`src/rtl/word_bus_arbiter.sv`:
```
// Round-robin owner arbiter for the shared word bus: grants one requester at a time,
// inserts a one-cycle turnaround gap between owners and optionally limits hold time.
module word_bus_arbiter #(
    parameter int NREQ     = 4,
    parameter int WIDTH    = 32,
    parameter int MAX_HOLD = 16
) (
    input  logic                  clk,
    input  logic                  reset_n,
    input  logic [NREQ-1:0]       req,
    input  logic [NREQ-1:0]       done,
    input  logic [NREQ*WIDTH-1:0] data_in,
    output logic [NREQ-1:0]       grant,
    output logic [1:0]            bus_sel,
    output logic                  bus_valid,
    output logic [WIDTH-1:0]      bus_data,
    output logic                  timeout_evt
);

    localparam int HW = (MAX_HOLD > 1) ? $clog2(MAX_HOLD) : 1;
    localparam logic [HW-1:0] HOLD_LAST = HW'((MAX_HOLD > 0) ? MAX_HOLD - 1 : 0);

    typedef enum logic [1:0] {
        S_IDLE = 2'd0,
        S_OWN  = 2'd1,
        S_GAP  = 2'd2
    } state_t;

    state_t          state_q, state_d;
    logic [NREQ-1:0] grant_q, grant_d;
    logic [1:0]      sel_q, sel_d;
    logic [1:0]      ptr_q, ptr_d;
    logic [HW-1:0]   hold_q, hold_d;
    logic            tout_q, tout_d;

    logic [WIDTH-1:0] words [NREQ];
    logic [NREQ-1:0]  rot_req;
    logic [1:0]       pick_off;
    logic [1:0]       pick_idx;
    logic             pick_valid;
    logic             owner_req;
    logic             owner_done;
    logic             limit_hit;
    logic             release_own;

    // rot_req[k] is the request k places after the pointer, so the lowest set bit wins.
    generate
        for (genvar gi = 0; gi < NREQ; gi++) begin : g_req
            assign words[gi]   = data_in[gi*WIDTH +: WIDTH];
            assign rot_req[gi] = req[ptr_q + 2'(gi)];
        end
    endgenerate

    always_comb begin
        pick_off = '0;
        for (int k = NREQ - 1; k >= 0; k--) begin
            if (rot_req[k]) begin
                pick_off = 2'(k);
            end
        end
    end

    assign pick_valid = |req;
    assign pick_idx   = ptr_q + pick_off;

    assign owner_req   = req[sel_q];
    assign owner_done  = done[sel_q];
    assign limit_hit   = (MAX_HOLD != 0) && (hold_q == HOLD_LAST);
    assign release_own = owner_done || !owner_req || limit_hit;

    always_comb begin
        state_d = state_q;
        grant_d = grant_q;
        sel_d   = sel_q;
        ptr_d   = ptr_q;
        hold_d  = hold_q;
        tout_d  = 1'b0;
        case (state_q)
            S_IDLE, S_GAP: begin
                if (pick_valid) begin
                    state_d           = S_OWN;
                    grant_d           = '0;
                    grant_d[pick_idx] = 1'b1;
                    sel_d             = pick_idx;
                    hold_d            = '0;
                end else begin
                    state_d = S_IDLE;
                    grant_d = '0;
                end
            end
            S_OWN: begin
                hold_d = hold_q + HW'(1);
                if (release_own) begin
                    state_d = S_GAP;
                    grant_d = '0;
                    ptr_d   = sel_q + 2'd1;
                    // A timeout is flagged only when the limit alone forced the release.
                    tout_d  = limit_hit && owner_req && !owner_done;
                end
            end
            default: begin
                state_d = S_IDLE;
                grant_d = '0;
            end
        endcase
    end

    always_ff @(posedge clk or negedge reset_n) begin
        if (!reset_n) begin
            state_q <= S_IDLE;
            grant_q <= '0;
            sel_q   <= '0;
            ptr_q   <= '0;
            hold_q  <= '0;
            tout_q  <= 1'b0;
        end else begin
            state_q <= state_d;
            grant_q <= grant_d;
            sel_q   <= sel_d;
            ptr_q   <= ptr_d;
            hold_q  <= hold_d;
            tout_q  <= tout_d;
        end
    end

    assign grant       = grant_q;
    assign bus_sel     = sel_q;
    assign bus_valid   = (state_q == S_OWN);
    assign bus_data    = bus_valid ? words[sel_q] : '0;
    assign timeout_evt = tout_q;

endmodule

```
`config.mk`:
```
export PLATFORM = sky130hd
export DESIGN_NAME = word_bus_arbiter
export DESIGN_NICKNAME = d
export VERILOG_FILES = /design/src/rtl/word_bus_arbiter.sv
export SDC_FILE = /design/constraint.sdc
export NUM_CORES = 1
export LEC_CHECK = 0
export CAP_MARGIN = 5
export CORE_MARGIN = 1.5
export CORE_UTILIZATION = 28
export DETAILED_ROUTE_END_ITERATION = 6
export GPL_ROUTABILITY_DRIVEN = 1
export PLACE_DENSITY = 0.78
export SLEW_MARGIN = 20
export SYNTH_ARGS = -nofsm -noshare
export SYNTH_HDL_FRONTEND = slang
export SYNTH_SLANG_ARGS = --single-unit
```
`constraint.sdc`:
```
create_clock -name clk -period 2.1 [get_ports clk]
set_input_delay 0.63 -clock clk [delete_from_list [all_inputs] [get_ports clk]]
set_output_delay 0.63 -clock clk [all_outputs]
set_load 0.03 [all_outputs]
```
== After elaboration in Yosys (flattened, before gate mapping) ==
Index checks and enable logic that the tools add are counted.

* Bitwise operators: 1
* Multipliers: 0
* Magnitude comparators: 8
* Add/subtract/negate cells: 6
* Div/mod/pow operators: 0
* Shifts and indexed selects: 0
* Reductions and logical operators: 14
* Equality and inequality tests: 5
* Multiplexer cells: 32

{| class="wikitable"
|+ Operators by type and width
! cell !! count
|-
| $mux W32 || 3
|-
| $bmux W32 S2 || 1
|-
| $lt A2 B3 Y1 const B || 6
|-
| $pmux W4 S2 || 2
|-
| $bmux W1 S2 || 6
|-
| $mux W4 || 3
|-
| $mux W1 || 10
|-
| $mux W2 || 5
|-
| $reduce_and A2 Y1 || 3
|-
| $add A2 B1 Y2 const B || 2
|-
| $add A2 B2 Y2 const B || 2
|-
| $add A4 B1 Y4 const B || 1
|-
| $eq A4 B4 Y1 const B || 1
|-
| $pmux W2 S2 || 1
|-
| $reduce_or A4 Y1 || 1
|-
| $ge A3 B3 Y1 const B || 1
|-
| $logic_and A1 B1 Y1 || 3
|-
| $not A2 Y3 || 1
|-
| $add A2 B2 Y2 || 1
|-
| $demux W1 S2 || 1
|-
| $eq A2 B1 Y1 const B || 1
|-
| $eq A2 B2 Y1 const B || 1
|-
| $ge A2 B1 Y1 const B || 1
|-
| $logic_not A1 Y1 || 2
|-
| 6 further kinds || 7
|}

* Input bits: 138
* Memories: 0
* Output and inout bits: 40
* ROM bits: 0
* Word-level logic and storage cells: 72
* Bits in registers: 15
* Bits in latches: 0
* Memory bits (writable): 0

== Logic depth before layout (Yosys ltp) ==
Gate-level depths: netlist (run 1).

* Depth after elaboration: 14
* Depth in mapped cells: 10
* Mapped depth without buffers: 9

== Least setup slack after synthesis (run 1) ==
Ideal clock, no wire load.

* Path kind: register to output
* From: reg sel_q[0] (netlist: bus_sel[0])
* To: out bus_data[0]
* Slack: -0.414 ns
* Arrival time: 1.884 ns
* Stages on the path, launching flop included: 5
* Path buffers: 2
* Data required time: 1.470 ns
* Cell sequence: dfrtp_1 > buf_2 > buf_2 > mux4_2 > and2_1

* Cells in the longest elaborated chain, start to end: 5

{| class="wikitable"
|+ RTL lines
! element !! line !! source
|-
| start, declared || 31 || <nowiki>logic [1:0] sel_q, sel_d;</nowiki>
|-
| start signal, assigned || 119 || <nowiki>sel_q <= sel_d;</nowiki>
|-
| $not A2 Y3 (implied by the code) || 129 || <nowiki>assign bus_data = bus_valid ? words[sel_q] : '0;</nowiki>
|-
| $bmux W32 S2 || 129 ||
|-
| $mux W32 (implied by the code) (2 in a row) || 129 ||
|-
| $mux W32 || 129 ||
|-
| end, declared || 16 || <nowiki>output logic [WIDTH-1:0] bus_data,</nowiki>
|}

Every way passes these cells. The select of a mux whose other input is x is not followed.

== Final worst setup path (run 1) ==
* From: reg sel_q[0] (netlist: bus_sel[0])
* To: out bus_data[1]

Same word-level chain as after synthesis.

==> impl_metrics.yaml, run 1 <==
route:
  finalWirelength_um: 8214
  drc: 0
  vias_per_cell: 5.078
  wire_per_inst_um: 17.70
  vias: 2356
  first_pass_iters: 4
  first_iter_violations: 37
  ant_nets: 0
worst_setup_path:
  path_max_fanout: 4
  endpoint_kind: "output pin"
  r2r_cells: 10
  arrival_ns: 1.71
  path_class: "reg -> out"
  r2r_slack_ns: 0.07
  cp-start-kind: "register"
  critPathRequiredTime_ns: 1.47
  r2r_end: "grant[0]"
  reg2reg_from: "ptr_q[1]"
sta:
  fin_tns_setup_ns: -6.487
  period_share_pct: 111.6
  max_freq_ghz: 0.4266
  period_minus_slack_ns: 2.344
  setup_viol: 32
  setup_ws_ns: -0.2439
  relSlewSlack_pct: 73.98
  clock_skew_ns: 0.006295
  worst_slew_pin_slew_ns: 0.3871
  maxSlewViolCount: 0
  hold_viol: 0
  rsz0062_at_grt: "true"
min_path:
  min_from: "hold_q[2]"
  min_to: "hold_q[2]"
  hold_class: "reg -> reg"
  hold_depth: 1
final_layout:
  fillers: 607
  nets: 524
  area_growth_pct: 122.0
  drive_gt1_share_pct: 42.56
  design_area_um2: 4278
yosys:
  synth_area_um2: 1927
  synthCells: 180
  synth-seq-cells: 15
  synth_nets: 320
  yosysUniqueCellTypes: 39
  ys_seq_area_share_pct: 19.48
  avgSynthCellArea_um2: 10.70
  ys_warn_count: 0
floorplanning:
  initial_utilization_pct: 28.68
  die_width_um: 85.96
  die_h_um: 85.96
  die-area_um2: 7388
  coreArea_um2: 6719
  io_pins: 178
  std_cell_rows: 30
pwr:
  p_int_mw: 3.365
  leakagePower_nw: 1.940
  ir_drop_v: 0.0005593
  p_comb_share_pct: 87.3
  power.switching_mw: 2.501
  power.density_nw_per_um2: 1371
  pwr-share-seq_pct: 8.8
  p_total_mw: 5.866
  switching_share_pct: 42.64
  clockPowerShare_pct: 3.9
place:
  placed_area_um2: 4014
  place_congestion: 0.7155
  io_buffers: 177
  post-place-ws_ns: -0.8308
  hpwl_um: 6484
global_routing:
  grt_pass1_vias: 2492
  grt_overflow: 0
  grtUsageTotal_pct: 20.91
  antenna_found_initial: 1
  grt_max_degree: 21
  grt_pass1_wl_um: 12160
run:
  drv_cap: 0
clock_tree:
  h-tree-depth: 1
  cts_root_buf: "clkbuf_8"
  clockBufferDepth: 2
  clock_sinks: 15
  clock_latency_ns: 0.25
  numCtsBuffers: 3
  cts_tree: "yes"
  clkSlewWorstSetupHoldPaths_ns: 0.05
  cts_hold_buf: 0
status:
  outcome: "complete, but fails checks"
  violations: "setup timing"
synth_stat cells:
| cell | instances | area [um^2] |
|---|---|---|
| a21o_1 | 1 | 7.510 |
| a21oi_1 | 3 | 15.01 |
| a21oi_4 | 1 | 16.27 |
| a2bb2oi_1 | 1 | 8.760 |
| a32o_1 | 1 | 10.01 |
| a32oi_2 | 1 | 16.27 |
| and2_1 | 33 | 206.5 |
| buf_2 | 7 | 35.03 |
| buf_6 | 1 | 11.26 |
| clkbuf_1 | 7 | 26.28 |
| dfrtp_1 | 15 | 375.4 |
| ha_1 | 2 | 25.02 |
| inv_1 | 3 | 11.26 |
| inv_2 | 1 | 3.750 |
| mux2_2 | 1 | 11.26 |
| mux2i_1 | 3 | 30.03 |
| mux4_2 | 33 | 743.2 |
| nand2_1 | 12 | 45.04 |
| nand2b_1 | 1 | 6.260 |
| nand3_1 | 11 | 55.05 |
| nand4_1 | 2 | 12.51 |
| nor2_1 | 6 | 22.52 |
| nor2b_1 | 5 | 31.28 |
| nor3_1 | 2 | 10.01 |
| nor3b_1 | 4 | 30.03 |
| nor4_1 | 2 | 12.51 |
| nor4_2 | 1 | 12.51 |
| o211ai_1 | 3 | 22.52 |
| o21a_1 | 1 | 7.510 |
| o21ai_0 | 5 | 25.02 |
| o21ai_1 | 1 | 5.000 |
| o22ai_1 | 1 | 6.260 |
| o31a_1 | 1 | 8.760 |
| o31ai_1 | 1 | 7.510 |
| or2_1 | 1 | 6.260 |
| or2_2 | 1 | 6.260 |
| or3_1 | 1 | 6.260 |
| xnor2_1 | 2 | 17.52 |
| xor2_1 | 2 | 17.52 |
area by class of cell:
cell class / count / area, um^2 / share of cell area [%]
Tap cell: 80 / 100.1 / 2.340
Clock buffer: 4 / 45.04 / 1.053
Antenna cell: 1 / 2.502 / 0.05850
Timing Repair Buffer: 214 / 2082 / 48.67
Multi-Input combinational cell: 146 / 1653 / 38.64
Inverter: 4 / 17.52 / 0.4095
Sequential cell: 15 / 377.9 / 8.833
kinds of logic (layout without fill, tap and decap cells):
group / Yosys count / in the layout / synth area share, %
and+or+nand+nor: 82 / 82 / 24.03
other: 0 / 1 / 0
adders and majority gates: 2 / 2 / 1.298
muxes: 37 / 37 / 40.71
xor gates and xnor gates: 4 / 4 / 1.819
AOI/OAI and AO/OA: 21 / 21 / 8.117
buffers and inverters: 19 / 222 / 4.545
DFF: 15 / 15 / 19.48
metrics by stage:
step | utilization, % | cells | hold slack, ns
floorplan | - | 180 | 0.3344
global placement | 59.74 | 446 | 0.4908
detailed placement | 59.74 | 446 | 0.5155
CTS | 63.04 | 460 | 0.5228
global route | 63.63 | 463 | 0.5310
finish | 63.67 | 464 | 0.5205
sequential cells by signal, indices dropped and copies added (netlist names):
| name | cells |
|---|---|
| hold_q | 4 |
| grant | 4 |
| state_q | 2 |
| timeout_evt | 1 |
| bus_sel | 2 |
| ptr_q | 2 |
how the worst max path moves through the flow:
stage | endpoint | slack (ns) | from
global placement | bus_data[5] | -0.81 | data_in[101]
floorplan | bus_data[0] | -0.03 | bus_sel[0]
detailed placement | bus_data[6] | -0.83 | data_in[70]
global route | bus_data[23] | -0.29 | bus_sel[0]
finish | bus_data[1] | -0.24 | bus_sel[0]
CTS | bus_data[23] | -0.25 | bus_sel[0]
cell usage in the layout (no fill, tap or decap), types with 9 or more instances in the layout:
master	synthesis	layout
dlygate4sd2_1	0	125
buf_6	1	35
mux4_2	33	33
and2_4	0	32
buf_4	0	26
dfrtp_1	15	13
nand2_1	12	12
nand3_1	11	11
clkdlybuf4s50_1	0	10
buf_12	0	9
worst max-delay path, cell delays in order (launching register included):
cell and delay [ns]:
dfrtp_2 0.40, buf_4 0.16, clkbuf_16 0.15, mux4_2 0.49, and2_4 0.15, buf_6 0.13
metal layers:
metal / GRT usage, % / part of all wire, % / up-vias
met5: 0 / 0 / -
met4: 6.452 / 1.8 / 0
met3: 3.754 / 7.3 / 13
met2: 39.37 / 54 / 112
met1: 23.87 / 36 / 1135
li1: - / - / 1096
power groups by stage:
stage          clock [mW]  sequential, mW  combinational [mW]
2_1_floorplan           0           0.547                2.76
3_3_place_gp            0           0.515                4.20
3_5_place_dp            0           0.513                4.26
4_1_cts             0.235           0.511                5.07
5_1_grt             0.250           0.530                5.41
6_report            0.228           0.515                5.12
timing repair:
action	CTS	global route
pin swaps	41	8
gates resized for setup	370	15
cloned	2	1
buffers inserted	8	3
setup endpoints to repair	40	38
(Power assumes the default switching activity.)
==> run 2, diff against run 1 <==
Settings changed: CORE_MARGIN 1.5 to 2.
==> impl_metrics.yaml, run 2 (same netlist as run 1, synthesis figures left out) <==
status:
  outcome: "complete, but fails checks"
  violations: "setup timing"
sta:
  max_freq_ghz: 0.4279
  relSlewSlack_pct: 75.11
  rsz0062_at_grt: "true"
  worst_slew_pin_slew_ns: 0.3709
  period_share_pct: 111.3
  period_minus_slack_ns: 2.337
  setup_ws_ns: -0.2372
  fin_tns_setup_ns: -6.132
  maxSlewViolCount: 0
  clock_skew_ns: 0.004547
  whs_ns: 0.5098
  setup_viol: 32
  hold_viol: 0
run:
  drv_cap: 0
clock_tree:
  cts_tree: "yes"
  cts_hold_buf: 0
  clockBufferDepth: 2
  cts_root_buf: "clkbuf_8"
  clock_sinks: 15
  clkSlewWorstSetupHoldPaths_ns: 0.06
  numCtsBuffers: 3
  clock_latency_ns: 0.24
  h-tree-depth: 1
global_routing:
  grtUsageTotal_pct: 19.08
  grt_pass1_wl_um: 11380
  grt_overflow: 0
  antenna_found_initial: 2
  grt_pass1_vias: 2286
  grt_max_degree: 21
place:
  hpwl_um: 6612
  place_congestion: 0.8232
  io_buffers: 177
  place_inst: 447
route:
  drt-met1-wl_um: 2977
  finalWirelength_um: 7867
  ant_nets: 0
  first_iter_violations: 33
  wire_per_inst_um: 17.18
  vias_per_cell: 4.969
  drc: 0
  vias: 2276
  first_pass_iters: 4
  dr_wl_met2_um: 4021
  routed.top_layer: "met4"
  met3WireLength_um: 660
floorplanning:
  coreArea_um2: 6719
  io_pins: 178
  die-area_um2: 7561
  initial_utilization_pct: 28.68
  die_h_um: 86.96
  std_cell_rows: 30
  die_width_um: 86.96
worst_setup_path:
  path_class: "reg -> out"
  cp-start-kind: "register"
  path_max_fanout: 5
  endpoint_kind: "output pin"
  arrival_ns: 1.71
  critPathRequiredTime_ns: 1.47
pwr:
  power.switching_mw: 2.420
  p_int_mw: 3.152
  pwr-share-seq_pct: 9.2
  leakagePower_nw: 1.887
  clockPowerShare_pct: 4.1
  ir_drop_v: 0.0005699
  p_comb_share_pct: 86.7
  power.density_nw_per_um2: 1347
  switching_share_pct: 43.42
final_layout:
  fin_cells: 458
  utilization_pct: 61.58
  drive_gt1_share_pct: 41.22
  area_growth_pct: 114.7
  nets: 517
  final_cell_mix: "dlygate4sd2_1, buf_6, mux4_2"
  final_common_cell: "dlygate4sd2_1"
min_path:
  hold_class: "reg -> reg"
[run 2: power by group through the flow]
stage	clock [mW]	sequential [mW]	combinational, mW
final	0.228	0.511	4.83
after floorplan	0	0.547	2.76
after detailed placement	0	0.507	4.34
after global routing	0.253	0.524	5.12
after global placement	0	0.505	4.28
after CTS	0.232	0.504	4.80
[run 2: worst paths after layout]
check | to | slack, ns | cells after the start | start
setup / recovery | bus_data[6] | -0.24 | 5 | bus_sel[0]
hold / removal | grant[0] | 0.51 | 2 | grant[0]
setup reg to reg | grant[0] | 0.11 | 9 | ptr_q[1]
hold reg to reg | grant[0] | 0.51 | 2 | grant[0]
max in group asynchronous | bus_sel[1] | 1.21 | 2 | reset_n
min in group asynchronous | ptr_q[0] | 0.69 | 2 | reset_n
[run 2: routing by layer]
metal  global-route usage (%)  vias to the layer above
met3                    3.507                       14
met4                    5.966                        0
met5                        0                        -
met2                    34.14                      107
met1                    23.05                     1063
li1                         -                     1092
[run 2: area by class of cell]
class,instances,area (um^2)
Sequential cell,15,377.9
Inverter,4,15.01
Clock buffer,3,41.29
Tap cell,80,100.1
Clock inverter,1,5.005
Multi-Input combinational cell,146,1628
Fill cell,632,2581
Antenna cell,2,5.005
Timing Repair Buffer,207,1966
[run 2: timing repair]
action	4_1_cts	5_1_grt
buffers inserted	4	0
gates cloned	0	1
setup endpoints to repair	40	38
gates resized for setup	357	11
pin swaps	39	7
[run 2: metrics by stage]
| stage | instance area, um^2 | total power, mW | worst slack [ns] |
|---|---|---|---|
| final | 4138 | 5.572 | -0.2372 |
| after floorplan | 2039 | 3.306 | -0.02529 |
| after detailed placement | 4034 | 4.842 | -0.8181 |
| after global placement | 4034 | 4.780 | -0.8064 |
| after CTS | 4105 | 5.532 | -0.2643 |
| after global routing | 4138 | 5.901 | -0.2872 |
[run 2: worst max-delay path, cell delays in order, from the launching register on]
cell and delay (ns):
dfrtp_2 0.42, buf_6 0.13, clkbuf_16 0.14, mux4_2 0.49
and2_4 0.15, buf_6 0.13
==> run 3, diff against run 2 <==
==> constraint.sdc (replaced) <==
create_clock -name clk -period 2.1 [get_ports clk]
set_input_delay 0.42 -clock clk [delete_from_list [all_inputs] [get_ports clk]]
set_output_delay 0.42 -clock clk [all_outputs]
set_load 0.03 [all_outputs]
==> impl_metrics.yaml, run 3 (same netlist as run 1, synthesis figures left out) <==
sta:
  worst_slew_pin_slew_ns: 0.6461
  hold_viol: 0
  maxSlewViolCount: 0
  setup_viol: 29
  fin_tns_setup_ns: -2.715
  max_freq_ghz: 0.4368
  period_minus_slack_ns: 2.289
  setup_ws_ns: -0.1895
  rsz0062_at_grt: "true"
  clock_skew_ns: 0.003646
  relSlewSlack_pct: 56.79
  period_share_pct: 109.0
final_layout:
  nets: 522
  drive_gt1_share_pct: 37.80
  antennaDiodeCount: 0
  final_cell_mix: "clkdlybuf4s50_1, mux4_2, buf_6"
  final_common_cell: "clkdlybuf4s50_1"
  fillers: 515
  area_growth_pct: 126.7
global_routing:
  antenna_found_initial: 0
  grtUsageTotal_pct: 20.84
  grt_pass1_wl_um: 12250
  grt_overflow: 0
  grt_pass1_vias: 2387
  grt_max_degree: 22
min_path:
  hold_class: "reg -> reg"
floorplanning:
  io_pins: 178
  die-area_um2: 7561
  die_h_um: 86.96
  initial_utilization_pct: 28.68
  die_width_um: 86.96
  std_cell_rows: 30
  coreArea_um2: 6719
clock_tree:
  clockBufferDepth: 2
  clock_latency_ns: 0.26
  clkSlewWorstSetupHoldPaths_ns: 0.06
  h-tree-depth: 1
  cts_tree: "yes"
  numCtsBuffers: 3
  cts_hold_buf: 0
  cts_root_buf: "clkbuf_8"
  clock_sinks: 15
route:
  first_pass_iters: 4
  drc: 0
  finalWirelength_um: 8236
  first_iter_violations: 89
  vias_per_cell: 5.048
  wire_per_inst_um: 17.87
  ant_nets: 0
  vias: 2327
run:
  drv_cap: 0
pwr:
  ir_drop_v: 0.0005875
  leakagePower_nw: 1.735
  power.density_nw_per_um2: 1325
  p_total_mw: 5.787
place:
  io_buffers: 177
  place_congestion: 0.7666
  hpwl_um: 6524
worst_setup_path:
  arrival_ns: 1.87
  path_class: "reg -> out"
  r2r_slack_ns: 0.11
  path_max_fanout: 5
  critPathRequiredTime_ns: 1.68
  endpoint_kind: "output pin"
  cp-start-kind: "register"
status:
  outcome: "complete, but fails checks"
  violations: "setup timing"
run 3: cell types whose count changed in the layout (fill, tap and decap cells not counted), sizes merged:
cell	delta
diode	-2
dlymetal6s2s	+1
dlygate4sd2	-126
buf	-3
clkdlybuf4s15	+7
clkbuf	-3
clkdlybuf4s50	+129
run 3: layout make-up:
cell class	instances	area [um^2]	area share [%]
clock buffer	3	41.29	0.9453
clock inverter	1	5.005	0.1146
inverter	4	15.01	0.3437
multi-input combinational	146	1610	36.87
sequential	15	376.6	8.622
tap	80	100.1	2.292
timing repair buffer	212	2220	50.82
run 3: where the power goes:
part | switching (mW) | total (mW) | internal (mW)
clock network | 0.111 | 0.243 | 0.132
registers | 0.101 | 0.500 | 0.399
logic | 2.27 | 5.04 | 2.77
total | 2.49 | 5.79 | 3.30
run 3: final timing paths:
check                            from            to  cells past startpoint
min                         hold_q[2]     hold_q[2]                      1
max                        bus_sel[0]  bus_data[23]                      6
max in group asynchronous     reset_n    bus_sel[0]                      1
min reg2reg                 hold_q[2]     hold_q[2]                      1
min in group asynchronous     reset_n    state_q[0]                      1
max reg2reg                  ptr_q[1]      grant[3]                      9
run 3: metrics by stage:
stage	hold slack, ns	instances	cell area [um^2]	setup slack [ns]	utilization (%)
4_1_cts	0.5181	458	4329	-0.1767	64.43
6_report	0.5246	461	4368	-0.1895	65.01
2_1_floorplan	0.1244	180	1941	0.04380	-
5_1_grt	0.5423	461	4368	-0.2347	65.01
3_3_place_gp	0.4979	445	3938	-0.4087	58.60
3_5_place_dp	0.5094	445	3938	-0.4909	58.60
run 3: metal layers:
metal / vias to the layer above / GRT usage (%) / routed length [um]
met5: - / 0 / 0
met3: 12 / 4.645 / 654
met4: 0 / 5.540 / 146
met1: 1112 / 25.18 / 3110
li1: 1089 / - / -
met2: 114 / 37.20 / 4325
run 3: what timing repair did:
action,CTS,global route
endpoints found under the setup margin,38,38
pin swaps,14,11
resized for setup,180,22
buffers inserted,7,4
cloned,2,0
run 3: critical path: stages (launching register included):
cell,delay [ns]
dfrtp_2,0.46
buf_12,0.14
buf_16,0.11
buf_4,0.11
mux4_2,0.50
and2_4,0.16
buf_6,0.13
